[src/rtl/banco_registradores.sv]
// banco_registradores: 32x32-bit MIPS register file with $zero hardwired to 0,
// $sp reset to SP_RESET, and optional same-cycle write-to-read bypass.
module banco_registradores #(
   parameter logic [31:0] SP_RESET = 32'd227,
   parameter int          BYPASS   = 1
)(
   input  logic        clk,
   input  logic        reset,
   input  logic        RegWrite,
   input  logic [4:0]  ReadReg1,
   input  logic [4:0]  ReadReg2,
   input  logic [4:0]  WriteReg,
   input  logic [31:0] WriteData,
   output logic [31:0] ReadData1,
   output logic [31:0] ReadData2
);
   logic [31:0] r_regs [0:31];
   logic        w_we;
   logic        w_byp1;
   logic        w_byp2;
   assign w_we   = RegWrite && !reset && (WriteReg != 5'd0);
   assign w_byp1 = (BYPASS != 0) && w_we && (WriteReg == ReadReg1);
   assign w_byp2 = (BYPASS != 0) && w_we && (WriteReg == ReadReg2);
   always_ff @(posedge clk or posedge reset)
      if (reset)
         for (int i = 0; i < 32; i++) r_regs[i] <= (i == 29) ? SP_RESET : 32'd0;
      else if (w_we)
         r_regs[WriteReg] <= WriteData;
   // Index 0 is forced to zero on read so r0 can never leak a value.
   assign ReadData1 = (ReadReg1 == 5'd0) ? 32'd0 : w_byp1 ? WriteData : r_regs[ReadReg1];
   assign ReadData2 = (ReadReg2 == 5'd0) ? 32'd0 : w_byp2 ? WriteData : r_regs[ReadReg2];
endmodule

[config.mk]
export PLATFORM = sky130hd
export DESIGN_NAME = banco_registradores
export DESIGN_NICKNAME = d
export VERILOG_FILES = /design/src/rtl/banco_registradores.sv
export SDC_FILE = /design/constraint.sdc
export NUM_CORES = 2
export LEC_CHECK = 0
export ABC_CLOCK_PERIOD_IN_PS = 37500
export CAP_MARGIN = 10
export CORE_MARGIN = 5
export CORE_UTILIZATION = 65
export CTS_CLUSTER_SIZE = 20
export DETAILED_ROUTE_END_ITERATION = 16
export DONT_BUFFER_PORTS = 1
export HOLD_SLACK_MARGIN = 0.05
export PLACE_DENSITY = 0.81
export SLEW_MARGIN = 20
export SYNTH_ARGS = -nofsm -noshare
export SYNTH_HDL_FRONTEND = slang
export SYNTH_SLANG_ARGS = --single-unit
[constraint.sdc]
create_clock -name clk -period 37.5 [get_ports clk]
set_clock_uncertainty 0.1 [all_clocks]
set_input_delay 5.625 -clock clk [delete_from_list [all_inputs] [get_ports clk]]
set_output_delay 5.625 -clock clk [all_outputs]
set_load 0.02 [all_outputs]
==> results.py <==
metrics = {
    "run_status": {
        "status": "complete, but fails checks",
        "failed_checks": "slew limit",
    },
    "hold_path": {
        "hold_path_class": "register to register",
        "hp-start": "r_regs[1011]",
        "worstHoldPathCells": 0,
        "whs_endpoint": "r_regs[1011]",
    },
    "timing": {
        "setup_tns_ns": 0,
        "min_period_over_period": 0.393,
        "tightestPinTransition_ns": 2.15,
        "slew_headroom": -0.432,
        "drv_slew": 174,
        "hold_viol": 0,
        "period_minus_slack_ns": 14.74,
        "holdWs_ns": 0.297,
        "timing.fmax_mhz": 67.9,
        "rsz0062_at_grt": "false",
        "setup_violations": 0,
    },
    "global_routing": {
        "first_global_vias": 38300,
        "grt_overflow": 0,
        "grt_max_degree": 356,
        "antenna_found_initial": 1,
        "grt_use_total": 0.382,
        "grt_pass1_wl_um": 258000,
    },
    "cells_and_area": {
        "nNetsFinal": 3750,
        "nFillCells": 5729,
        "regMostFlops": "r_regs",
        "multi_input_area_mm2": 0.0282,
        "seqCellArea_mm2": 0.0256,
        "reg_top3": "r_regs: 1024 flops",
        "drive_gt1_frac": 0.443,
        "largest_reg_flops": 1024,
        "syn_to_final_growth_pct": 6.36,
    },
    "setup_path": {
        "timing.rr.start": "r_regs[883]",
        "path_class": "input pin to primary output",
        "reg2reg_to": "r_regs[883]",
        "cp-start-kind": "input pin",
        "endpoint_kind": "primary output",
        "critPathArrivalTime_ns": 9.01,
        "required_ns": 31.77,
        "crit_fanout": 318,
        "reg2reg_slack_ns": 36.56,
        "reg2reg_depth": 1,
    },
    "placement": {
        "post-dp-hpwl_um": 90600,
        "numPortBuffers": 0,
        "place_congestion": 0.857,
    },
    "die": {
        "row_count": 107,
        "design.die.area_mm2": 0.0919,
        "die_h_um": 303,
        "core_mm2": 0.0853,
        "ios": 114,
        "start_util": 0.655,
        "die_w_um": 303,
    },
    "logic_synthesis": {
        "synth_area_leaders": "dfrtp_1 46%, mux2_2 21%, mux4_2 15%",
        "synthSimpleGateAreaFrac": 0.0269,
        "synth-edff-count": 0,
        "synthMuxAreaShare": 0.419,
        "yosys_warnings": 0,
        "synth_top_area_cell": "dfrtp_1",
        "synth_cells": 3976,
        "synth_top_family_by_area": "multiplexers",
        "synth_common_cells": "1,023 x mux2_2, 1,019 x dfrtp_1, 365 x mux4_2",
        "syn_area_per_cell_um2": 14.0,
        "ys.flop_type": "dfrtp_1",
        "yosys.area_share.adder": 0,
        "seq_area_frac_synth": 0.459,
        "synth_nets": 4026,
        "ys_ff_latch": 1024,
        "synth_xor_area_frac": 0.00157,
        "synth_compound_area_frac": 0.0542,
        "syn_area_mm2": 0.0558,
        "yosys.area.top_type_share": 0.457,
        "synth_most_common_cell": "mux2_2",
        "ys_types": 61,
        "async_flop_share": 1.00,
    },
    "route": {
        "drcViolationCount": 0,
        "wl_per_cell_um": 35.5,
        "drt_iter0_markers": 5100,
        "ant_nets": 0,
        "viasPerCell": 7.70,
        "vias": 38000,
        "drt-total-wl_um": 175000,
        "dr.pass1.iters": 6,
    },
    "cts": {
        "clk_pin_slew_worst_paths_ns": 0.06,
        "h-tree-depth": 3,
        "cts_setup_buffers": 0,
        "clk_latency_ns": 0.67,
        "cts_resized": 0,
        "cts_root_buffer": "clkbuf_16",
        "cts_sinks": 1024,
        "holdBufCountCts": 0,
        "cts_buffer_depth": 3,
        "cts_tree": "done",
        "cts_buffers": 106,
    },
    "power": {
        "ir_drop_mv": 0.0386,
        "p_leak_nw": 26.8,
        "power_density_mw_per_mm2": 48.2,
    },
    "run": {
        "drv_cap": 0,
    },
}
per-layer routing:
layer	vias to the layer above	part of all wire	global-route usage
met5	-	0	0
met4	0	0.065	0.194
met3	721	0.13	0.126
met2	2657	0.43	0.550
met1	20000	0.37	0.526
li1	14700	-	-
cell type report:
| class | instances | share of cell area |
|---|---|---|
| diodes | 6 | 0.000253 |
| clock inverters | 30 | 0.00493 |
| well taps | 1144 | 0.0241 |
| flip-flops and latches | 1024 | 0.432 |
| clock buffers | 167 | 0.0536 |
| repair buffers | 66 | 0.00916 |
| multi-input cells | 2494 | 0.476 |
| inverters | 8 | 0.000632 |
through the flow:
step / std cells / power (mW) / setup WS (ns) / util / cell area (um2)
floorplan: 3976 / 1.73 / 2.97 / - / 55800
global placement: 4735 / 1.78 / 23.68 / 0.655 / 55900
detailed placement: 4735 / 1.80 / 23.64 / 0.655 / 55900
CTS: 4932 / 2.85 / 23.63 / 0.696 / 59300
global route: 4933 / 2.95 / 23.55 / 0.696 / 59400
finish: 4939 / 2.86 / 22.76 / 0.696 / 59400
cell usage in the layout (no fill, tap or decap), types with 6 or more instances in the layout:
cell,count
mux2_2,1023
dfrtp_1,1019
mux4_2,365
mux2i_1,313
clkbuf_16,109
nor2_1,105
a221oi_1,87
o21ai_0,75
buf_4,62
a21oi_1,58
nand2_1,55
mux2_1,48
o22ai_1,37
clkbuf_1,34
a221o_1,32
a211oi_1,27
nor3_1,24
clkbuf_8,24
nand3_1,22
clkinv_2,19
a22oi_1,16
nor3b_1,15
nand2_2,15
a31oi_1,15
nor2_4,13
a2111oi_0,13
o221ai_1,12
nand2b_1,11
a22o_1,9
and3_1,8
or2_2,7
o21a_1,7
diode_2,6
logic make-up after synthesis:
family / count (synthesis)
and+or+nand+nor: 316
DFF: 1024
muxes: 1749
buffers and inverters: 458
xor gates and xnor gates: 10
AOI/OAI and AO/OA: 419
critical path, cell delays in order:
cell and delay (ns):
nor2_1 0.42, nand2_1 0.99, o21ai_0 0.20, nor2_1 0.78
worst max path at each step:
stage	from	endpoint	cells past startpoint
2_1_floorplan	reset	r_regs[0]	1
3_3_place_gp	ReadReg1[1]	ReadData1[31]	7
3_5_place_dp	ReadReg1[1]	ReadData1[29]	7
4_1_cts	ReadReg1[1]	ReadData1[29]	7
5_1_grt	ReadReg1[1]	ReadData1[0]	7
6_report	ReadReg1[0]	ReadData1[0]	4
report_power, final:
group	total (mW)	leakage, nW	internal (mW)	switching, mW
logic	0.443	11.5	0.260	0.183
registers	1.35	13.6	1.25	0.106
clock network	1.07	1.71	0.615	0.451
Power figures use the tool's default switching activity.
